--- config.mk ---
export PLATFORM = sky130hd
export DESIGN_NAME = uart_tx_arbiter
export DESIGN_NICKNAME = d
export VERILOG_FILES = /design/src/rtl/uart_tx_arbiter.sv
export SDC_FILE = /design/constraint.sdc
export NUM_CORES = 1
export LEC_CHECK = 0
export ABC_AREA = 1
export BUFFER_PORTS_ARGS = -buffer_cell sky130_fd_sc_hd__buf_2
export CORE_AREA = 2 2 39 41
export DETAILED_ROUTE_END_ITERATION = 16
export DIE_AREA = 0 0 41 43
export GPL_ROUTABILITY_DRIVEN = 1
export SETUP_SLACK_MARGIN = 0.4
export SLEW_MARGIN = 5
export SYNTH_ARGS = -nofsm -noshare
export SYNTH_HDL_FRONTEND = slang
export SYNTH_SLANG_ARGS = --single-unit
--- constraint.sdc ---
create_clock -name clock -period 2.08 [get_ports clock]
set_input_delay 0.208 -clock clock [delete_from_list [all_inputs] [get_ports clock]]
set_output_delay 0.208 -clock clock [all_outputs]
set_load 0.01 [all_outputs]
--- src/rtl/uart_tx_arbiter.sv ---
// Round-robin arbiter sharing one UART TX byte channel between NUM_REQ requesters.
// Define UART_ARB_PKT_LOCK_EN to hold a grant until the byte flagged req_last is accepted.
module uart_tx_arbiter #(
    parameter int NUM_REQ  = 2,
    parameter int DATA_W   = 8,
    parameter int IDLE_GAP = 0
) (
    input  logic                         clock,
    input  logic                         reset,
    input  logic                         enable,
    input  logic                         init_done,
    input  logic [NUM_REQ-1:0]           req_valid,
    input  logic [NUM_REQ*DATA_W-1:0]    req_data,
    input  logic [NUM_REQ-1:0]           req_last,
    output logic [NUM_REQ-1:0]           req_ready,
    output logic                         tx_valid,
    output logic [DATA_W-1:0]            tx_data,
    input  logic                         tx_ready,
    output logic [$clog2(NUM_REQ)-1:0]   grant_id,
    output logic                         busy
);

    localparam int GW = $clog2(NUM_REQ);

    localparam logic [1:0] IDLE = 2'd0;
    localparam logic [1:0] SEND = 2'd1;
    localparam logic [1:0] GAP  = 2'd2;

    logic [1:0]    state_q, state_d;
    logic [GW-1:0] grant_q, grant_d;
    logic [GW-1:0] rrPtr_q, rrPtr_d;
    logic [7:0]    gapCnt_q, gapCnt_d;
    logic          initSticky_q, initSticky_d;

    logic [GW-1:0] winner;
    logic          found;
    logic          handshake;

`ifndef UART_ARB_PKT_LOCK_EN
    logic unusedLast;
    assign unusedLast = ^req_last;
`endif

    // Search starts just after the last granted requester so it ends up lowest priority.
    always_comb begin
        winner = rrPtr_q;
        found  = 1'b0;
        for (int k = 1; k <= NUM_REQ; k++) begin
            if (!found && req_valid[(int'(rrPtr_q) + k) % NUM_REQ]) begin
                winner = GW'((int'(rrPtr_q) + k) % NUM_REQ);
                found  = 1'b1;
            end
        end
    end

    always_comb begin
        req_ready = '0;
        tx_valid  = 1'b0;
        tx_data   = '0;
        if (state_q == SEND) begin
            tx_valid           = req_valid[grant_q];
            tx_data            = req_data[int'(grant_q) * DATA_W +: DATA_W];
            req_ready[grant_q] = tx_ready;
        end
    end

    assign handshake = tx_valid && tx_ready;
    assign grant_id  = grant_q;
    assign busy      = (state_q != IDLE);

    always_comb begin
        state_d      = state_q;
        grant_d      = grant_q;
        rrPtr_d      = rrPtr_q;
        gapCnt_d     = gapCnt_q;
        initSticky_d = initSticky_q | init_done;
        case (state_q)
            IDLE: begin
                if (enable && initSticky_q && found) begin
                    grant_d = winner;
                    state_d = SEND;
                end
            end
            SEND: begin
`ifdef UART_ARB_PKT_LOCK_EN
                // Stay on the line until the packet's final byte is taken, even if valid drops.
                if (handshake && req_last[grant_q]) begin
`else
                if (handshake) begin
`endif
                    rrPtr_d = grant_q;
                    if (IDLE_GAP == 0) begin
                        state_d = IDLE;
                    end else begin
                        state_d  = GAP;
                        gapCnt_d = 8'(IDLE_GAP - 1);
                    end
`ifndef UART_ARB_PKT_LOCK_EN
                end else if (!req_valid[grant_q]) begin
                    state_d = IDLE;
`endif
                end
            end
            GAP: begin
                if (gapCnt_q == 8'd0) begin
                    state_d = IDLE;
                end else begin
                    gapCnt_d = gapCnt_q - 8'd1;
                end
            end
            default: state_d = IDLE;
        endcase
    end

    always_ff @(posedge clock) begin
        if (reset) begin
            state_q      <= IDLE;
            grant_q      <= '0;
            rrPtr_q      <= GW'(NUM_REQ - 1);
            gapCnt_q     <= 8'd0;
            initSticky_q <= 1'b0;
        end else begin
            state_q      <= state_d;
            grant_q      <= grant_d;
            rrPtr_q      <= rrPtr_d;
            gapCnt_q     <= gapCnt_d;
            initSticky_q <= initSticky_d;
        end
    end

endmodule

==> metrics.cfg, run 1 <==
[clocking]
clock_latency_ns = 0.23
cts_inserted_buffers = 3
post_cts_buffers = 0
clockBufferDepth = 2
htreeDepth = 1
clock-sinks = 4
clk_pin_slew_ns = 0.03
cts-root-buf = clkbuf_4
cts_tree = yes

[final_layout]
final_cell_mix = 35 x buf_2, 20 x nand2_1, 9 x a21oi_1
finalCoreUtilization_pct = 38.16
layout_commonest_cell = buf_2
antenna_cells = 0
nNetsFinal = 120
syn2layout_area_growth_pct = 61.07
drive_above_1_share_pct = 47.31
n_fill_cell = 162
fin_cells = 109

[setup_path]
cp_num_cells = 3
rrSetupSlack_ns = 1.01
cp-start-kind = flop
crit_required_ns = 1.87
worstSetupPathType = reg -> out
worstReg2RegEnd = grant_id$_SDFFE_PP0P_
max_stage_delay_ns = 0.47
crit_buf_inv = 2
crit_slowest_cell = dfxtp_2
reg2regPathDepth = 4
endpoint_kind = primary output
cp_top_family = flip-flops
worstReg2RegStart = state_q[0]$_SDFFE_PP0P_
cp_max_fo = 14
critPathArrivalTime_ns = 1.20
crit_chain = inv_2, nor3_1, buf_2
critPathLaunch = grant_id$_SDFFE_PP0P_

[floorplanning]
die_x_um = 41
die_h_um = 43
coreArea_um2 = 1384
pin_count = 38
row_count = 14
start_util_pct = 23.69
die_area_um2 = 1763

[grt]
grt_pass1_vias = 368
grtUsageTotal_pct = 10.93
antenna_found_initial = 0
grt_max_degree = 15
overflow = 0
grt_pass1_wl_mm = 1.324

[routing]
vias_per_cell = 4.385
route.detailed.wl_per_inst_um = 8.624
drt_wl_total_um = 940
initialDrtViolationCount = 2
drt_pass1_iterations = 4
antenna_left = 0
vias = 478
drcViolationCount = 0

[min_path]
holdPathStages = 2
min_from = reset
hold-path-endpoint = state_q[0]$_SDFFE_PP0P_
hold_class = in -> reg

[place]
portBuffers = 35
place_congestion = 0.7396
place_hpwl_um = 730.4
dpl.cell_count = 106

[sta]
setup_tns_ns = 0
max_slew_margin_pct = 75.43
period_minus_slack_ns = 1.409
fmax_mhz = 709.6
fin_skew_ns = 0.0001210
final-setup-viol-count = 0
worst_slew_pin_slew_ns = 0.3682
hold_viol_final = 0
fin_crit_sh_pct = 67.75
slew_viol_final = 0
rsz0062_at_grt = false

[yosys]
synth_cells = 57
synth-seq-cells = 4
ys_types = 15
synthAdderAreaFrac_pct = 0
avgSynthCellArea_um2 = 5.751
syn_area_um2 = 327.8
ys_seq_area_share_pct = 24.43
synth_top_family_by_area = simple AND/OR/NAND/NOR gates
synth-compound-area-share_pct = 17.94
synthXorXnorAreaFrac_pct = 0
syn_nets = 82
muxShareOfSynthArea_pct = 0
ys_warn_count = 0
synthSimpleGateAreaFrac_pct = 46.18

[pwr]
power.density_nw_per_um2 = 446.9
ir_drop_uv = 252.3
leakage_nw = 0.3057

[run_status]
status = finished clean

[flow_run]
cap_violations = 0

[power by group]
part           internal (mW)  total, mW  switching, mW  leakage (nW)
logic                 0.0277     0.0569         0.0292         0.259
clock network         0.0642     0.0916         0.0274        0.0138
registers             0.0811     0.0874        0.00630        0.0332
total                  0.173      0.236         0.0629         0.306
[area by class of cell]
| type | count | area, um2 | area share [%] |
|---|---|---|---|
| multi-input cells | 46 | 210.2 | 39.81 |
| inverters | 5 | 18.77 | 3.555 |
| flip-flops and latches | 4 | 81.33 | 15.40 |
| clock buffers | 3 | 22.52 | 4.265 |
| well taps | 16 | 20.02 | 3.791 |
| repair buffers | 35 | 175.2 | 33.18 |
[state kept, by name, indices dropped and copies added (netlist names)]
name and flops:
grant_id 1, rrPtr_q 1, state_q 1, initSticky_q 1
[logic make-up (layout without fill, tap and decap cells)]
group,count (synthesis),in the layout
and+or+nand+nor,35,35
AOI/OAI and AO/OA,11,11
DFF,4,4
buffers and inverters,7,43
[per-layer routing]
| metal | GRT usage (%) | routed length, um |
|---|---|---|
| met4 | 8.000 | 0 |
| met5 | 0 | 0 |
| met2 | 18.44 | 461 |
| met3 | 3.141 | 83 |
| met1 | 10.26 | 395 |
[metrics by stage]
| step | setup WS [ns] | power (mW) | instance area [um2] | hold slack (ns) |
|---|---|---|---|---|
| 2_1_floorplan | 0.9109 | 0.1156 | 327.8 | 0.2704 |
| 3_3_place_gp | 0.7080 | 0.1447 | 504.2 | 0.4106 |
| 3_5_place_dp | 0.7066 | 0.1458 | 504.2 | 0.4104 |
| 4_1_cts | 0.4510 | 0.2431 | 526.8 | 0.1654 |
| 5_1_grt | 0.5661 | 0.2597 | 528.0 | 0.1666 |
| 6_report | 0.6707 | 0.2359 | 528.0 | 0.1742 |
[how the worst max path moves through the flow]
stage / end / slack, ns
3_5_place_dp: req_ready[1] / 0.71
2_1_floorplan: req_ready[1] / 0.91
5_1_grt: req_ready[1] / 0.57
4_1_cts: req_ready[1] / 0.45
6_report: req_ready[1] / 0.67
3_3_place_gp: req_ready[1] / 0.71
[cells in the mapped netlist]
master,n,area share [%]
a21oi_2,1,2.7
inv_2,1,1.1
dfxtp_1,4,24
a21oi_1,9,14
buf_6,1,3.4
nand3_1,3,4.6
nor3_1,2,3.1
o21ai_0,1,1.5
nand2_1,20,23
nand4_1,1,1.9
nor2_1,6,6.9
nand2_2,2,3.8
nand3_2,1,3.1
inv_1,4,4.6
buf_4,1,2.3
[timing repair]
item | CTS | global route
hold endpoints to repair | 0 | 0
hold buffers | 0 | 0
resized for setup | 0 | 1
endpoints found under the setup margin | 0 | 7
No activity file was read; power rests on OpenSTA's default activity.
==> inputs of run 2 (changes only) <==
==> constraint.sdc (replaced) <==
create_clock -name clock -period 1.5 [get_ports clock]
set_input_delay 0.15 -clock clock [delete_from_list [all_inputs] [get_ports clock]]
set_output_delay 0.15 -clock clock [all_outputs]
set_load 0.01 [all_outputs]
==> metrics.cfg, run 2 (synthesis gave the netlist of run 1 again) <==
[final_layout]
fin_cells = 119
finalCoreUtilization_pct = 48.92
drive_above_1_share_pct = 65.05
multi_input_area_um2 = 251.5
syn2layout_area_growth_pct = 106.5
ff_latch_area_um2 = 87.58
nNetsFinal = 130
n_fill_cell = 158
layout_commonest_cell = buf_2
antenna_cells = 0
final_cell_mix = 34 x buf_2, 18 x nand2_1, 8 x a21oi_2

[pwr]
power.density_nw_per_um2 = 551.1
combPwrFrac_pct = 31.0
switching_share_pct = 30.75
ir_drop_uv = 394.3
power_frac_clock_pct = 37.8
pwr-share-seq_pct = 31.3
power_mw = 0.3731
leakage_nw = 0.3629
p_int_mw = 0.2584
power_switching_mw = 0.1147

[sta]
hold_viol_final = 0
fmax_mhz = 802.4
fin_crit_sh_pct = 83.08
slew_viol_final = 0
worst_slew_pin_slew_ns = 0.1395
final-setup-viol-count = 0
max_slew_margin_pct = 90.69
whs_ns = 0.09461
period_minus_slack_ns = 1.246
fin_skew_ns = 0.004613
rsz0062_at_grt = true
setup_tns_ns = 0

[setup_path]
cp-start-kind = flop
crit_chain = clkinvlp_4, buf_6, nor3_2, buf_2
max_stage_delay_ns = 0.35
worstReg2RegStart = grant_id$_SDFFE_PP0P_
cp_top_family = buffers and inverters
crit_slowest_cell = dfxtp_4
crit_required_ns = 1.35
worstReg2RegEnd = rrPtr_q$_SDFFE_PP1P_
worstSetupPathType = reg -> out
critPathArrivalTime_ns = 1.10
cp_num_cells = 4
rrSetupSlack_ns = 0.45
endpoint_kind = primary output
crit_buf_inv = 3
critPathLaunch = state_q[0]$_SDFFE_PP0P_
cp_max_fo = 4
crit_end = req_ready[0]
reg2regPathDepth = 7

[place]
portBuffers = 35
place_congestion = 0.6965
dpl.cell_count = 107
place_hpwl_um = 812.4

[routing]
vias = 552
route.detailed.wl_per_inst_um = 9.933
drt_pass1_iterations = 4
initialDrtViolationCount = 3
antenna_left = 0
drcViolationCount = 0
drt_wl_total_mm = 1.182
vias_per_cell = 4.639

[clocking]
htreeDepth = 1
clock-sinks = 4
ctsHoldBuffers = 0
cts_inserted_buffers = 3
clock_latency_ns = 0.24
clockBufferDepth = 2
clk_pin_slew_ns = 0.04
cts-root-buf = clkbuf_4
cts_tree = yes

[floorplanning]
coreArea_um2 = 1384
die_h_um = 43
die_x_um = 41
pin_count = 38
start_util_pct = 23.69
die_area_um2 = 1763
row_count = 14

[grt]
antenna_found_initial = 0
grt_max_degree = 11
grt_pass1_wl_mm = 1.828
overflow = 0
grtUsageTotal_pct = 15.23
grt_pass1_vias = 433

[run_status]
status = finished clean

[min_path]
hold_class = in -> reg
min_from = reset

[flow_run]
cap_violations = 0

==> run 2: cell count changes in the layout (fill, tap and decap cells not counted), moves of 4 or more <==
cell     change
a21oi_1      -7
a21oi_2      +7
buf_4        +7
buf_6        +4
==> run 2: how the worst min path moves through the flow <==
stage,depth (start not counted),end,slack (ns)
floorplan,1,state_q[0]$_SDFFE_PP0P_,0.21
global placement,2,state_q[0]$_SDFFE_PP0P_,0.34
detailed placement,2,state_q[0]$_SDFFE_PP0P_,0.35
CTS,2,state_q[0]$_SDFFE_PP0P_,0.09
global route,2,state_q[0]$_SDFFE_PP0P_,0.10
finish,2,state_q[0]$_SDFFE_PP0P_,0.09
==> run 2: final cells by class <==
class,count,area share (%)
Clock buffer,3,3.327
Multi-Input combinational cell,46,37.15
Sequential cell,4,12.94
Timing Repair Buffer,45,39.56
Tap cell,16,2.957
Inverter,5,4.067
==> run 2: power groups by stage <==
stage	Clock, mW	Combinational, mW	Sequential, mW
after floorplan	0	0.0421	0.119
after global placement	0	0.0846	0.119
after detailed placement	0	0.0861	0.120
after CTS	0.144	0.104	0.116
after global routing	0.149	0.129	0.118
final	0.141	0.116	0.117
==> run 2: routing by layer <==
layer	global-route usage, %	routed length, um
met1	18.21	492
met3	1.571	74
met2	24.06	591
met5	0	0
met4	10.00	24
==> run 2: through the flow <==
stage / cell area, um2 / setup slack, ns
CTS: 621.8 / 0.2714
finish: 676.9 / 0.2538
global route: 676.9 / 0.2117
floorplan: 332.8 / 0.4013
global placement: 516.7 / 0.3778
detailed placement: 516.7 / 0.3511
==> run 2: what timing repair did <==
action,4_1_cts,5_1_grt
endpoints found under the setup margin,13,12
setup buffers,7,2
pin swaps,3,5
resized for setup,11,12
